File: config.mk
export PLATFORM = sky130hd
export DESIGN_NAME = plic_gateway
export DESIGN_NICKNAME = d
export VERILOG_FILES = /design/src/rtl/plic_pkg.sv /design/src/rtl/plic_gw_src.sv /design/src/rtl/plic_gateway.sv
export SDC_FILE = /design/constraint.sdc
export NUM_CORES = 2
export LEC_CHECK = 0
export CAP_MARGIN = 20
export CORE_ASPECT_RATIO = 1.2
export CORE_UTILIZATION = 60
export CTS_BUF_LIST = sky130_fd_sc_hd__clkbuf_4
export DETAILED_ROUTE_END_ITERATION = 12
export PLACE_DENSITY = 0.91
export SLEW_MARGIN = 30
export SYNTH_ARGS = -nofsm -noshare
export SYNTH_HDL_FRONTEND = slang
export SYNTH_SLANG_ARGS = --single-unit
export TNS_END_PERCENT = 20
File: constraint.sdc
create_clock -name clk -period 4.1 [get_ports clk]
set_input_delay 1.025 -clock clk [delete_from_list [all_inputs] [get_ports clk]]
set_output_delay 1.025 -clock clk [all_outputs]
set_load 0.02 [all_outputs]
File: src/rtl/plic_pkg.sv
// Shared types and defaults for the PLIC interrupt gateway.
package plic_pkg;

    localparam int unsigned PLIC_NUM_SRC    = 128;
    localparam int unsigned PLIC_EDGE_CNT_W = 4;

    localparam logic PLIC_TRIG_LEVEL = 1'b0;
    localparam logic PLIC_TRIG_EDGE  = 1'b1;

    typedef enum logic [1:0] {
        IDLE = 2'd0,
        REQ  = 2'd1,
        WAIT = 2'd2
    } gw_state_e;

endpackage

File: src/rtl/plic_gw_src.sv
// Single-source interrupt gateway: optional input synchronizer (PLIC_GW_SYNC_EN),
// IDLE/REQ/WAIT handshake FSM and saturating pending-edge counter.
module plic_gw_src
    import plic_pkg::*;
#(
    parameter int unsigned EDGE_CNT_W = PLIC_EDGE_CNT_W,
    parameter bit          RESERVED   = 1'b0
) (
    input  logic clk,
    input  logic rstn,
    input  logic irq_src,
    input  logic src_type,
    input  logic int_end,
    output logic int_req,
    output logic in_service,
    output logic int_req_c
);

    localparam logic [EDGE_CNT_W-1:0] CNT_MAX = {EDGE_CNT_W{1'b1}};

    logic                  s;
    logic                  s_d;
    logic                  rise;
    logic                  is_edge;
    logic                  cnt_nz;
    logic                  trig;
    logic                  take;
    logic                  in_service_d;
    gw_state_e             state_q;
    gw_state_e             state_d;
    logic [EDGE_CNT_W-1:0] cnt_q;
    logic [EDGE_CNT_W-1:0] cnt_d;

`ifdef PLIC_GW_SYNC_EN
    logic [1:0] sync_q;

    // Two-flop synchronizer for lines asynchronous to clk
    always_ff @(posedge clk or negedge rstn) begin
        if (!rstn) begin
            sync_q <= 2'b00;
        end else begin
            sync_q <= {sync_q[0], irq_src};
        end
    end

    assign s = sync_q[1];
`else
    assign s = irq_src;
`endif

    assign rise    = s & ~s_d;
    assign is_edge = (src_type == PLIC_TRIG_EDGE);
    assign cnt_nz  = (cnt_q != '0);
    assign trig    = is_edge ? (rise | cnt_nz) : s;

    always_ff @(posedge clk or negedge rstn) begin
        if (!rstn) begin
            state_q    <= IDLE;
            cnt_q      <= '0;
            s_d        <= 1'b0;
            int_req    <= 1'b0;
            in_service <= 1'b0;
        end else begin
            state_q    <= state_d;
            cnt_q      <= cnt_d;
            s_d        <= s;
            int_req    <= int_req_c;
            in_service <= in_service_d;
        end
    end

    // Next state, pending-edge bookkeeping and next output values
    always_comb begin
        state_d      = state_q;
        cnt_d        = cnt_q;
        take         = 1'b0;
        int_req_c    = 1'b0;
        in_service_d = 1'b0;

        case (state_q)
            IDLE: begin
                if (trig) begin
                    state_d = REQ;
                    take    = 1'b1;
                end
            end
            REQ:     state_d = WAIT;
            WAIT:    if (int_end) state_d = IDLE;
            default: state_d = IDLE;
        endcase

        // A rise that launches the request is consumed; otherwise it is queued.
        if (is_edge) begin
            if (rise && !take) begin
                if (cnt_q != CNT_MAX) cnt_d = cnt_q + EDGE_CNT_W'(1);
            end else if (take && !rise && cnt_nz) begin
                cnt_d = cnt_q - EDGE_CNT_W'(1);
            end
        end else begin
            cnt_d = '0;
        end

        if (RESERVED) begin
            state_d = IDLE;
            cnt_d   = '0;
        end

        int_req_c    = (state_d == REQ);
        in_service_d = (state_d != IDLE);
    end

endmodule

File: src/rtl/plic_gateway.sv
// PLIC interrupt gateway array: one plic_gw_src per source, source 0 reserved.
// Optional build macro PLIC_GW_SYNC_EN adds a 2-flop synchronizer per source.
module plic_gateway
    import plic_pkg::*;
#(
    parameter int unsigned NUM_SRC    = PLIC_NUM_SRC,
    parameter int unsigned EDGE_CNT_W = PLIC_EDGE_CNT_W
) (
    input  logic               clk,
    input  logic               rstn,
    input  logic [NUM_SRC-1:0] irq_src,
    input  logic [NUM_SRC-1:0] src_type,
    input  logic [NUM_SRC-1:0] int_end,
    output logic [NUM_SRC-1:0] int_req,
    output logic               gateway_notif,
    output logic [NUM_SRC-1:0] in_service
);

    localparam logic [NUM_SRC-1:0] SRC0_MASK = NUM_SRC'(1);

    logic [NUM_SRC-1:0] irq_gated;
    logic [NUM_SRC-1:0] end_gated;
    logic [NUM_SRC-1:0] req_c;

    // Source 0 never sees activity on its inputs
    assign irq_gated = irq_src & ~SRC0_MASK;
    assign end_gated = int_end & ~SRC0_MASK;

    for (genvar n = 0; n < NUM_SRC; n++) begin : g_src
        plic_gw_src #(
            .EDGE_CNT_W (EDGE_CNT_W),
            .RESERVED   (n == 0)
        ) u_src (
            .clk        (clk),
            .rstn       (rstn),
            .irq_src    (irq_gated[n]),
            .src_type   (src_type[n]),
            .int_end    (end_gated[n]),
            .int_req    (int_req[n]),
            .in_service (in_service[n]),
            .int_req_c  (req_c[n])
        );
    end

    // Notification tracks the registered request vector cycle for cycle
    always_ff @(posedge clk or negedge rstn) begin
        if (!rstn) begin
            gateway_notif <= 1'b0;
        end else begin
            gateway_notif <= |req_c;
        end
    end

endmodule

* Yosys cells after proc, flatten, opt, wreduce, memory -nomap -nowiden *
Index checks and enable logic that the tools add are counted.

storage, ports and cells
  register bits after elaboration = 1,144
  input port bits = 386

operators by class
  add/subtract/negate cells = 254
  equality and inequality tests = 762
  multiplexer cells = 1,270
  bitwise logic cells = 381
  reductions and logical operators = 1,144

operators with widths
  cell                 count
  $mux 4               508
  $pmux 2 s3           127
  $add 4x1->4 const B  127
  $eq 2x1->1 const B   254
  $mux 2               254
  $ne 4x4->1 const B   127
  $reduce_bool 4->1    127
  $sub 4x1->4 const B  127
  $logic_and 1x1->1    381
  $mux 1               381
  $ne 3x1->1 const B   127
  $ne 3x3->1 const B   127
  $eq 2x2->1 const B   127
  $logic_not 1->1      254
  $logic_not 2->1      127
  $reduce_and 2->1     127
  $reduce_bool 2->1    127
  $and 1x1->1          127
  $not 1->1            127
  $or 1x1->1           127
  $reduce_or 127->1    1

* Longest topological paths before layout *
  depth after elaboration = 11
  gate-level depth with buffers = 11
  gate-level depth less buffers = 10

* Cells and area by module *
Synthesis repeated with hierarchy kept, for this count alone.

unflattened totals
  cells, all modules = 6,835
  area, all modules = 67,443.4 um^2

modules (own cells, without submodules)
  module                              times used  cells an instance  area each (um^2)  seq. area each (um^2)
  plic_gw_src (g_src[100].u_src ...)  92          54                 533.0             225.2
  plic_gw_src (g_src[6].u_src ...)    34          52                 516.7             225.2
  plic_gw_src (g_src[69].u_src)       1           50                 509.2             225.2
  plic_gateway                        1           45                 301.5             25.0
  plic_gw_src (g_src[0].u_src)        1           4                  26.3              0.0

* Worst setup path before layout *
No wires, ideal clock.

  path kind = input to register
  from = input port src_type[94]
  to = register g_src[94].u_src.cnt_q[3]
  setup time = 0.124 ns
  arrival = 3.038 ns
  data required time = 3.976 ns
  slack = 0.938 ns
  stages = 11
  buffers on the path = 1
  cells stage by stage = clkbuf_1 > a211oi_1 > a32o_1 > nor2_1 > nand2_1 > ha_1 > a21o_1 > a21o_1 > a21o_1 > and3_1 > o31a_1

on the way
  word-level cells in the longest chain between the ends = 7

ends and longest elaborated chain
  item                                                                RTL line                              text
  start, declared                                                     plic_gateway.sv:12                    input logic [NUM_SRC-1:0] src_type,
  $mux 1                                                              plic_gw_src.sv:54                     assign trig = is_edge ? (rise | cnt_nz) : s;
  $mux 1                                                              plic_gw_src.sv:82                     if (trig) begin
  $mux 1                                                              plic_gw_src.sv:80                     case (state_q)
  $logic_not 1->1 / $logic_and 1x1->1 (equally long branches)         plic_gw_src.sv:94, plic_gw_src.sv:96
  $logic_and 1x1->1 (on tied branches)                                plic_gw_src.sv:94, plic_gw_src.sv:96
  $ne 3x3->1 (no source line) (tied with other cells)                 --
  $reduce_and 2->1 (no source line) / $mux 4 (equally long branches)  --
  end signal, assigned                                                plic_gw_src.sv:65                     cnt_q <= cnt_d;
  end, declared                                                       plic_gw_src.sv:31                     logic [EDGE_CNT_W-1:0] cnt_q;

Parallel ways exist; a longest one is shown, timed or not.
A chain may end at the register's enable or synchronous reset.

* Worst setup path after layout *
  from = register g_src[25].u_src.int_req
  to = output port int_req[25]

RTL lines
  item                    RTL line            text
  start, declared         plic_gw_src.sv:14   output logic int_req,
  start signal, assigned  plic_gw_src.sv:67   int_req <= int_req_c;
  end, declared           plic_gateway.sv:14  output logic [NUM_SRC-1:0] int_req,

No word-level cell between the ends.

==> impl_summary.log <==
INFO  metric net-switching-power = 24720 µW
INFO  metric start_kind = flip-flop
INFO  metric cts_repair_resize_count = 0
INFO  metric fin_nets = 7593
INFO  metric path_class = reg -> out
INFO  metric yosys_register_bits = 1144
INFO  metric global_route.usage.total = 28.96%
INFO  metric synth-main-ff-cell = sky130_fd_sc_hd__dfrtp_1
INFO  metric cellPowerDensity = 803.1 nW/µm²
INFO  metric cts_buffers = 315
INFO  metric tritonroute_pass_1_iters = 7
INFO  metric outcome = complete, no violations
INFO  metric cell_type_with_the_largest_total_area_after_synthesis = sky130_fd_sc_hd__dfrtp_1
INFO  metric pwr-share-clk = 16.2%
INFO  metric seq_total_area_yosys = 44.77%
INFO  metric core_area = 105200 µm²
INFO  metric overflow_left_after_global_routing = 0
INFO  metric switching_share = 41.25%
INFO  metric cp_cell_sequence = clkdlybuf4s50_1
INFO  metric cts-root-buf = sky130_fd_sc_hd__clkbuf_4
INFO  metric worstMarginPinSlew = 953.0 ps
INFO  metric grtUsageMet3 = 8.112%
INFO  metric internal-power = 35220 µW
INFO  metric die_w = 300 µm
INFO  metric postSynthAreaPerCell = 10.57 µm²
INFO  metric starting_density_of_the_core = 60.76%
INFO  metric gr-max-usage-layer = met2
INFO  metric drc = 0
INFO  metric vias_per_cell = 5.874
INFO  metric final_layout_size_suffix_gt1_share = 13.30%
INFO  metric worstHoldPathCells = 1
INFO  metric power.share.sequential = 33.6%
INFO  metric areaGrowthSynthToFinish = 16.74%
INFO  metric die_area = 107900 µm²
INFO  metric clock-skew-final = 78.50 ps
INFO  metric final.period_utilization = 81.69%
INFO  metric cts.clk_slew.worst_paths = 70 ps
INFO  metric finalInstanceArea = 74640 µm²
INFO  metric arrival = 2320 ps
INFO  metric crit_path_top_delay_cell = sky130_fd_sc_hd__clkdlybuf4s50_1
INFO  metric ir_drop = 0.5132 mV
INFO  metric rrSetupSlack = 910 ps
INFO  metric gp_routability_congestion = 0.8944
INFO  metric row_count = 130
INFO  metric dr_total_vias = 49550
INFO  metric drv.max_cap_violation_count = 0
INFO  metric most_frequent_cells_after_synthesis = sky130_fd_sc_hd__dfrtp_1 (1144), sky130_fd_sc_hd__inv_1 (460), sky130_fd_sc_hd__nor2_1 (397)
INFO  metric fp.dieH = 359.6 µm
INFO  metric buffer_ports.inserted = 637
INFO  metric synth.yosys.warnings = 0
INFO  metric holdCritPathClass = in -> reg
INFO  metric whs_endpoint = g_src[3].u_src.s_d
INFO  metric routedWlPerCell = 18.52 µm
INFO  metric min_from = irq_src[3]
INFO  metric maximum_number_of_pins_on_one_net_before_global_route_repair = 90
INFO  metric grt_use_met1 = 32.40%
INFO  metric finalWirelength = 156200 µm
INFO  metric cp_data_required_time = 3070 ps
INFO  metric clk-insertion-delay-late = 1250 ps
INFO  metric family_of_cells_with_the_greatest_summed_delay_on_the_critical_path = buffers and inverters
INFO  metric wire_length_of_the_first_global_routing_pass = 255200 µm
INFO  metric seqCellArea = 28630 µm²
INFO  metric grt_antenna_before_repair = 44
INFO  metric maxSlewViolCount = 0
INFO  metric drt-initial-drc-count = 3051
INFO  metric mapped_cells = 6048
INFO  metric clock-sinks = 1144
INFO  metric synthDominantCellAreaShare = 44.77%
INFO  metric number_of_synthesized_flops_with_an_enable_pin = 0
INFO  metric p_leak = 0.03476 µW
INFO  metric synth_async_sr_flop_share = 100.0%
INFO  metric min_period = 3349 ps
INFO  metric critPathCaptureType = output pin
INFO  metric detailed_place_hpwl = 112700 µm
INFO  metric syn-cell-area = 63940 µm²
INFO  metric setup_viol_count_final = 0
INFO  metric total_power = 59940 µW
INFO  metric final_hold_viol_count = 0
INFO  metric comb_power_share = 50.2%
INFO  metric filler_cells = 6834
INFO  metric ff2ff_path_depth = 10
INFO  metric ys_types = 73
INFO  metric cts_htree_levels = 5
INFO  metric grt_setup_unrepaired = no
INFO  metric antenna_violating_nets_post_route = 0
INFO  metric crit-reg2reg-launch = g_src[94].u_src.cnt_q[1]
INFO  metric cts-root-to-sink-buffers = 4
INFO  metric groute.layer.met2.usage = 49.21%
INFO  metric cp_slowest_stage_delay = 800 ps
INFO  metric grt_pass1_vias = 51970
INFO  metric multi_input_comb_area = 31590 µm²
INFO  metric cts_tree = built
INFO  metric worst-path-buf-inv = 1
INFO  metric r2r_end = g_src[94].u_src.cnt_q[3]
INFO  metric max-slew-margin-rel = 36.47%
INFO  metric setup_tns = 0 ps
INFO  metric synthTopCellsByArea = sky130_fd_sc_hd__dfrtp_1 (45%), sky130_fd_sc_hd__ha_1 (5.0%), sky130_fd_sc_hd__xnor2_1 (4.2%), sky130_fd_sc_hd__fa_1 (4.0%), sky130_fd_sc_hd__buf_4 (3.0%)
INFO  metric post-synth-top-count-cell = sky130_fd_sc_hd__dfrtp_1
INFO  metric io_pins = 643
INFO  metric postPlaceCellArea = 70990 µm²
INFO  metric fmax = 298.6 MHz
INFO  metric worst-path-max-fanout = 1
==> worst reg2reg max path, stage by stage (launching register included) <==
cell and delay (ps):
sky130_fd_sc_hd__dfrtp_1 430, sky130_fd_sc_hd__or4_1 640, sky130_fd_sc_hd__a32o_1 380, sky130_fd_sc_hd__nor2_1 230, sky130_fd_sc_hd__nand2_1 140, sky130_fd_sc_hd__ha_1 300
sky130_fd_sc_hd__a21o_1 180, sky130_fd_sc_hd__a21o_1 210, sky130_fd_sc_hd__a21o_1 170, sky130_fd_sc_hd__and3_1 160, sky130_fd_sc_hd__o31a_1 230
==> routing by layer <==
metal	share of wire, %	routed length, µm
met1	38	58670
met2	50	78260
met4	5.1	7951
met3	7.1	11130
met5	0.12	187
==> power by group through the flow <==
stage	registers (µW)	clock network [µW]	logic, µW
after floorplan	18900	0	23200
after global placement	19800	0	28000
after detailed placement	20100	0	29600
final	20200	9690	30100
after CTS	20000	9950	30100
after global routing	20700	10500	33300
==> how the worst max path moves through the flow <==
stage / slack [ps] / startpoint / cells past startpoint / to
after floorplan: 940 / src_type[94] / 11 / g_src[94].u_src.cnt_q[3]
after global routing: 580 / g_src[25].u_src.int_req / 1 / int_req[25]
after detailed placement: 320 / src_type[31] / 8 / gateway_notif
final: 750 / g_src[25].u_src.int_req / 1 / int_req[25]
after CTS: 560 / g_src[25].u_src.int_req / 1 / int_req[25]
after global placement: 340 / src_type[109] / 8 / gateway_notif
==> cell type report <==
class | count | share of cell area (%)
Clock inverter | 83 | 0.5062
Sequential cell | 1144 | 38.35
Multi-Input combinational cell | 4164 | 42.32
Inverter | 460 | 2.313
Timing Repair Buffer | 741 | 9.799
Tap cell | 1386 | 2.323
Antenna cell | 32 | 0.1073
Clock buffer | 425 | 4.274
==> kinds of logic (layout without fill, tap and decap cells) <==
family	count (synthesis)	count (layout)	share of synthesized area, %
AOI/OAI and AO/OA	1201	1201	13.23
xor gates and xnor gates	402	402	5.507
adders and majority gates	381	381	8.947
buffers and inverters	741	1709	5.853
DFF	1144	1144	44.77
muxes	321	321	5.340
other	1	34	0.005865
and+or+nand+nor	1857	1857	16.35
==> flip-flops by register name (all words and copies together), names as in the netlist <==
register and flops:
g_src.u_src.cnt_q 508, gateway_notif 1, g_src.u_src.in_service 127, g_src.u_src.s_d 127, g_src.u_src.state_q 254, g_src.u_src.int_req 127
==> stage by stage <==
| step | setup WS (ps) | cells | utilization, % | hold WS, ps |
|---|---|---|---|---|
| after CTS | 560.2 | 8403 | 70.85 | 141.5 |
| after detailed placement | 319.1 | 7894 | 67.45 | 508.0 |
| after global routing | 582.5 | 8432 | 70.92 | 219.5 |
| after floorplan | 938.1 | 6049 | - | 463.8 |
| final | 750.6 | 8435 | 70.93 | 313.9 |
| after global placement | 338.1 | 7894 | 67.45 | 486.2 |
==> placed cells by master, fill, tap and decap left out, types with 94 or more instances in the layout <==
master	n
sky130_fd_sc_hd__xnor2_1	305
sky130_fd_sc_hd__a21oi_1	297
sky130_fd_sc_hd__a21o_1	133
sky130_fd_sc_hd__clkdlybuf4s50_1	636
sky130_fd_sc_hd__o21ai_0	177
sky130_fd_sc_hd__or2_2	134
sky130_fd_sc_hd__nor3b_1	106
sky130_fd_sc_hd__inv_1	460
sky130_fd_sc_hd__clkbuf_4	425
sky130_fd_sc_hd__nand2_1	229
sky130_fd_sc_hd__mux2i_1	160
sky130_fd_sc_hd__and2_1	168
sky130_fd_sc_hd__nor3_1	117
sky130_fd_sc_hd__dfrtp_1	1144
sky130_fd_sc_hd__nor2_1	397
sky130_fd_sc_hd__nor2b_1	134
sky130_fd_sc_hd__mux2_2	161
sky130_fd_sc_hd__fa_1	127
sky130_fd_sc_hd__nor4_1	94
sky130_fd_sc_hd__a211oi_1	95
sky130_fd_sc_hd__xor2_1	97
sky130_fd_sc_hd__ha_1	254
==> timing repair <==
item	in CTS	in global routing
hold buffers	1	0
hold endpoints to repair	51	0
buffers inserted	0	0
Power figures use the tool's default switching activity.
